### src/rtl/seq_frame_tx_if.sv
// Handshake and serial-output bundle for seq_frame_tx.
// The master side drives payload words; the slave side is the framer.
interface seq_frame_tx_if #(
    parameter int PAYLOAD_W = 8
);
    logic                 in_valid;
    logic [PAYLOAD_W-1:0] in_payload;
    logic                 in_ready;
    logic                 data;
    logic                 busy;
    logic                 done;

    modport master (
        output in_valid, in_payload,
        input  in_ready, data, busy, done
    );

    modport slave (
        input  in_valid, in_payload,
        output in_ready, data, busy, done
    );
endinterface

### src/rtl/seq_frame_tx.sv
// Serial framer: emits preamble 1101, then the captured payload MSB first, one bit per clk.
// Define SEQ_FRAME_TX_PARITY_EN to append an even-parity bit (PAR state) after the payload.
module seq_frame_tx #(
    parameter int PAYLOAD_W = 8
) (
    input  logic          clk,
    input  logic          reset,
    seq_frame_tx_if.slave bus
);
    // Wide enough for the payload count, and never narrower than the 4-bit preamble index.
    localparam int CNT_W = ($clog2(PAYLOAD_W + 1) < 2) ? 2 : $clog2(PAYLOAD_W + 1);
    localparam logic [3:0] PRE_BITS = 4'b1101;

`ifdef SEQ_FRAME_TX_PARITY_EN
    typedef enum logic [1:0] {IDLE, PRE, PAY, PAR} state_t;
`else
    typedef enum logic [1:0] {IDLE, PRE, PAY} state_t;
`endif

    state_t               state_q, state_d;
    logic [CNT_W-1:0]     cnt_q, cnt_d;
    logic [PAYLOAD_W-1:0] sr_q, sr_d;
    logic                 data_q, data_d;
    logic                 done_q, done_d;
    logic [1:0]           pre_idx;
`ifdef SEQ_FRAME_TX_PARITY_EN
    logic                 par_q, par_d;
`endif

    // state_q always names the field whose bit is currently on data_q.
    always_comb begin
        state_d = state_q;
        cnt_d   = cnt_q;
        sr_d    = sr_q;
        data_d  = 1'b0;
        done_d  = 1'b0;
        pre_idx = 2'd2 - cnt_q[1:0];
`ifdef SEQ_FRAME_TX_PARITY_EN
        par_d   = par_q;
`endif
        case (state_q)
            IDLE: begin
                if (bus.in_valid) begin
                    state_d = PRE;
                    cnt_d   = '0;
                    sr_d    = bus.in_payload;
                    data_d  = PRE_BITS[3];
`ifdef SEQ_FRAME_TX_PARITY_EN
                    par_d   = ^bus.in_payload;
`endif
                end
            end
            PRE: begin
                if (cnt_q == CNT_W'(3)) begin
                    state_d = PAY;
                    cnt_d   = CNT_W'(PAYLOAD_W - 1);
                    data_d  = sr_q[PAYLOAD_W-1];
                    sr_d    = sr_q << 1;
                end else begin
                    cnt_d   = cnt_q + CNT_W'(1);
                    data_d  = PRE_BITS[pre_idx];
                end
            end
            PAY: begin
                if (cnt_q != '0) begin
                    cnt_d  = cnt_q - CNT_W'(1);
                    data_d = sr_q[PAYLOAD_W-1];
                    sr_d   = sr_q << 1;
                end else begin
                    cnt_d = '0;
`ifdef SEQ_FRAME_TX_PARITY_EN
                    state_d = PAR;
                    data_d  = par_q;
`else
                    state_d = IDLE;
                    done_d  = 1'b1;
`endif
                end
            end
`ifdef SEQ_FRAME_TX_PARITY_EN
            PAR: begin
                state_d = IDLE;
                done_d  = 1'b1;
            end
`endif
            default: state_d = IDLE;
        endcase
    end

    always_ff @(posedge clk) begin
        if (reset) begin
            state_q <= IDLE;
            cnt_q   <= '0;
            sr_q    <= '0;
            data_q  <= 1'b0;
            done_q  <= 1'b0;
`ifdef SEQ_FRAME_TX_PARITY_EN
            par_q   <= 1'b0;
`endif
        end else begin
            state_q <= state_d;
            cnt_q   <= cnt_d;
            sr_q    <= sr_d;
            data_q  <= data_d;
            done_q  <= done_d;
`ifdef SEQ_FRAME_TX_PARITY_EN
            par_q   <= par_d;
`endif
        end
    end

    assign bus.in_ready = (state_q == IDLE);
    assign bus.busy     = (state_q != IDLE);
    assign bus.data     = data_q;
    assign bus.done     = done_q;
endmodule

### src/flat_wrapper.sv
// flat-port wrapper written by rule: the top's interface ports become plain ports
module seq_frame_tx_flat 
#(
    parameter int PAYLOAD_W = 8
)
  (clk, reset, bus_in_valid, bus_in_payload, bus_in_ready, bus_data, bus_busy, bus_done);
  seq_frame_tx_if #(.PAYLOAD_W(PAYLOAD_W)) bus_i ();
  input  logic clk;
  input  logic reset;
  input wire logic [$bits(bus_i.in_valid)-1:0] bus_in_valid;
  input wire logic [$bits(bus_i.in_payload)-1:0] bus_in_payload;
  output wire logic [$bits(bus_i.in_ready)-1:0] bus_in_ready;
  output wire logic [$bits(bus_i.data)-1:0] bus_data;
  output wire logic [$bits(bus_i.busy)-1:0] bus_busy;
  output wire logic [$bits(bus_i.done)-1:0] bus_done;
  assign bus_i.in_valid = bus_in_valid;
  assign bus_i.in_payload = bus_in_payload;
  assign bus_in_ready = bus_i.in_ready;
  assign bus_data = bus_i.data;
  assign bus_busy = bus_i.busy;
  assign bus_done = bus_i.done;
  seq_frame_tx #(.PAYLOAD_W(PAYLOAD_W)) u_core (.clk(clk), .reset(reset), .bus(bus_i));
endmodule
### config.mk
export PLATFORM = sky130hd
export DESIGN_NAME = seq_frame_tx_flat
export DESIGN_NICKNAME = d
export VERILOG_FILES = /design/src/rtl/seq_frame_tx_if.sv /design/src/rtl/seq_frame_tx.sv /design/src/flat_wrapper.sv
export SDC_FILE = /design/constraint.sdc
export NUM_CORES = 1
export LEC_CHECK = 0
export ABC_AREA = 1
export CAP_MARGIN = 15
export CORE_ASPECT_RATIO = 0.9
export CORE_MARGIN = 1
export CORE_UTILIZATION = 30
export CTS_BUF_LIST = sky130_fd_sc_hd__clkbuf_4 sky130_fd_sc_hd__clkbuf_8
export DETAILED_ROUTE_END_ITERATION = 16
export GPL_TIMING_DRIVEN = 0
export HOLD_SLACK_MARGIN = 0.15
export SLEW_MARGIN = 20
export SYNTH_ARGS = -nofsm -noshare
export SYNTH_HDL_FRONTEND = slang
export SYNTH_SLANG_ARGS = --single-unit
### constraint.sdc
create_clock -name clk -period 2.1 [get_ports clk]
set_clock_uncertainty 0.05 [all_clocks]
set_input_delay 0.63 -clock clk [delete_from_list [all_inputs] [get_ports clk]]
set_output_delay 0.63 -clock clk [all_outputs]
set_load 0.05 [all_outputs]
==> summary.txt, run 1 <==
Flow run
  – Max Cap Viol: 0

Setup path
  – CP delay by family, top: buffers and inverters
  – Critical Path Source Type: register
  – Worst Path Required: 1.42 ns
  – Slowest CP cell: clkdlybuf4s50_1
  – Crit-path max cell delay: 0.79 ns
  – Crit path cell chain: clkdlybuf4s50_1
  – R2R Setup Slk: 0.40 ns
  – Arr. time, crit path: 1.35 ns
  – Buf/Inv on CP: 1
  – WS Path Type: reg -> out
  – Setup crit end kind: output port
  – Worst Path Max Fanout: 1

Finish
  – Final Instance Area: 1250 sq um
  – Diode count: 0
  – Nets: 178
  – Layout area overhead: 24.3%
  – Proportion of layout cells with a drive suffix above 1: 13.9%

Floorplan
  – Core ar.: 3110 sq um
  – Rows: 19
  – Initial Util: 32.2%
  – IO Pins: 15
  – Die Y: 56.9 um
  – Die width: 63.0 um
  – Die area: 3580 sq um

Drt
  – Avg WL per Cell: 10.5 um
  – Routed wire length: 2110 um
  – Pre-antenna DRT Iters: 4
  – Avg Vias per Cell: 4.51
  – DRC: 0
  – Final ANT Viol Nets: 0
  – DR iter-0 viols: 20
  – DR vias: 901

Place
  – DP Worst Slack: -0.150 ns
  – HPWL after detailed placement: 1600 um
  – DP Area: 1200 sq um
  – Port-buffer cells: 14
  – GPL Wtd Cong: 0.762

Power and ir drop
  – Sw frac: 49.0%
  – Clock Power Share: 15.8%
  – Sequential power share: 25.5%
  – Switching Power: 0.863 mW
  – Peak VDD IR: 0.653 mV
  – Combinational share of power: 58.7%
  – Leak pwr: 0.572 nW
  – Cell internal pwr: 0.897 mW
  – Overall power: 1.76 mW
  – Pwr per Cell Area: 1410 nW/um^2

Synth
  – Number of enable flip-flop cells after synthesis: 0
  – Seq cells post-synth: 16
  – Synth Warn #: 0
  – Synth Instances: 140
  – Synthesized area: 1000 sq um
  – Syn_nets: 159
  – Seq/Total Area, Yosys: 31.9%
  – Post-synth cell types: 22
  – Avg Inst Size Synth: 7.17 sq um
  – Ys async rst share: 0%
  – Most used flip-flop cell after synthesis: dfxtp_1

GRT
  – Largest net degree at the start of global routing: 11
  – Total track usage: 13.3%
  – Total gr overflow: 0
  – Initial antenna violation count: 0
  – Vias in the first global route: 893
  – First-pass GRT wire length: 3800 um

STA
  – Hold slack: 0.433 ns
  – Max Freq: 0.493 GHz
  – Setup TNS: 0 ns
  – Pins Over Slew Limit: 0
  – Final worst path period share: 96.5%
  – Final WS setup: 0.0735 ns
  – Worst Tran Pin Value: 0.489 ns
  – Hold Fails Final Rpt: 0
  – Crit path time final: 2.03 ns
  – RSZ-0062 raised after global routing: no
  – Worst slew margin: 67.3%
  – Final setup viols: 0

Clock network
  – Hold buffers post-CTS: 0
  – Clock latency on the worst-skew pair: 0.25 ns
  – Clk slew on worst S/H paths: 0.07 ns
  – Htree depth: 1
  – CTS Buffer Depth: 2
  – Sink Count: 16
  – CTS root buf: clkbuf_8
  – CTS tree: done
  – Num CTS Buffers: 3

Outcome
  – Outcome: finished, final reports clean

Hold path
  – Hold Crit Class: reg -> reg
[stage by stage]
step,std cells,utilization [%]
global route,200,40.1
CTS,200,40.3
global placement,196,38.4
detailed placement,196,38.4
finish,200,40.1
floorplan,140,-
[metal layers]
metal,track usage (%),vias to the layer above,part of all wire (%)
li1,-,482,-
met1,14.6,410,48
met2,25.2,9,49
met3,3.66,0,2.8
met4,2.99,0,0
met5,0,-,0
[power by group through the flow]
stage,clock [mW],sequential (mW),combinational [mW]
global route,0.307,0.462,1.16
global placement,0,0.452,1.05
detailed placement,0,0.456,1.06
CTS,0.287,0.450,1.06
finish,0.278,0.449,1.03
floorplan,0,0.490,0.772
[layout by cell type, fill, tap and decap left out, types with 2 or more instances in the layout]
| cell type | instances |
|---|---|
| nand2_1 | 41 |
| nor2_1 | 18 |
| dfxtp_1 | 16 |
| clkdlybuf4s50_1 | 12 |
| inv_1 | 11 |
| a21oi_1 | 9 |
| o21ai_1 | 8 |
| ha_1 | 8 |
| nand3_1 | 5 |
| o21ai_0 | 4 |
| clkbuf_8 | 4 |
| nand2_4 | 3 |
| nand3_2 | 3 |
| nor2_8 | 2 |
| inv_2 | 2 |
| buf_2 | 2 |
| nand2_2 | 2 |
[flip-flops by register name, indices dropped and copies added (netlist names)]
register / flops
u_core.bus.done: 1
u_core.cnt_q: 4
u_core.sr_q: 8
u_core.bus.data: 1
u_core.state_q: 2
[timing repair]
| item | 4_1_cts | 5_1_grt |
|---|---|---|
| buffers inserted | 0 | 0 |
| resized for setup | 6 | 2 |
| setup endpoints to repair | 2 | 1 |
| hold endpoints to repair | 0 | 0 |
[final timing paths]
| kind | from | to | depth (start not counted) |
|---|---|---|---|
| max | u_core.bus.done$_SDFF_PP0_ | bus_done | 1 |
| min | u_core.sr_q[0]$_SDFFE_PP0P_ | u_core.sr_q[0]$_SDFFE_PP0P_ | 2 |
| max reg2reg | u_core.state_q[0]$_SDFFE_PP0P_ | u_core.cnt_q[0]$_SDFFE_PP0P_ | 7 |
| min reg2reg | u_core.sr_q[0]$_SDFFE_PP0P_ | u_core.sr_q[0]$_SDFFE_PP0P_ | 2 |
[cell usage after synthesis, types with 2 or more instances]
| cell type | count | share of area (%) |
|---|---|---|
| nand2_4 | 3 | 3.4 |
| nand2_2 | 2 | 1.2 |
| ha_1 | 8 | 10 |
| nand2_1 | 41 | 15 |
| nand3_1 | 5 | 2.5 |
| nor2_8 | 2 | 4.0 |
| o21ai_1 | 8 | 4.0 |
| inv_2 | 2 | 0.75 |
| dfxtp_1 | 16 | 32 |
| nor2_1 | 18 | 6.7 |
| inv_1 | 11 | 4.1 |
| o21ai_0 | 4 | 2.0 |
| nand3_2 | 3 | 3.0 |
| a21oi_1 | 9 | 4.5 |
[layout make-up]
| cell class | count | area (sq um) |
|---|---|---|
| buffer | 2 | 16.3 |
| clock buffer | 4 | 55.1 |
| fill | 341 | 1870 |
| inverter | 13 | 48.8 |
| multi-input combinational | 109 | 618 |
| sequential | 16 | 320 |
| tap | 42 | 52.6 |
| timing repair buffer | 14 | 136 |
[cell families (layout without fill, tap and decap cells)]
logic type / Yosys count / in the layout / synth area share (%)
buf+inv: 15 / 33 / 6.48
simple gates: 76 / 76 / 38.0
flops: 16 / 16 / 31.9
xor+xnor: 1 / 1 / 0.873
compound gates: 24 / 24 / 12.7
fa+ha+maj: 8 / 8 / 9.98
(Power assumes the default switching activity.)
==> run 2: changes to the inputs <==
CAP_MARGIN = not set   (was 15)
SKIP_LAST_GASP = 1   (was not set)
==> results of run 2 <==
The final DEF is identical to that of run 1; final timing and power are the same.
==> run 3: changes to the inputs <==
CTS_CLUSTER_SIZE = 20   (was not set)
==> results of run 3 <==
The final DEF is identical to that of run 1; final timing and power are the same.
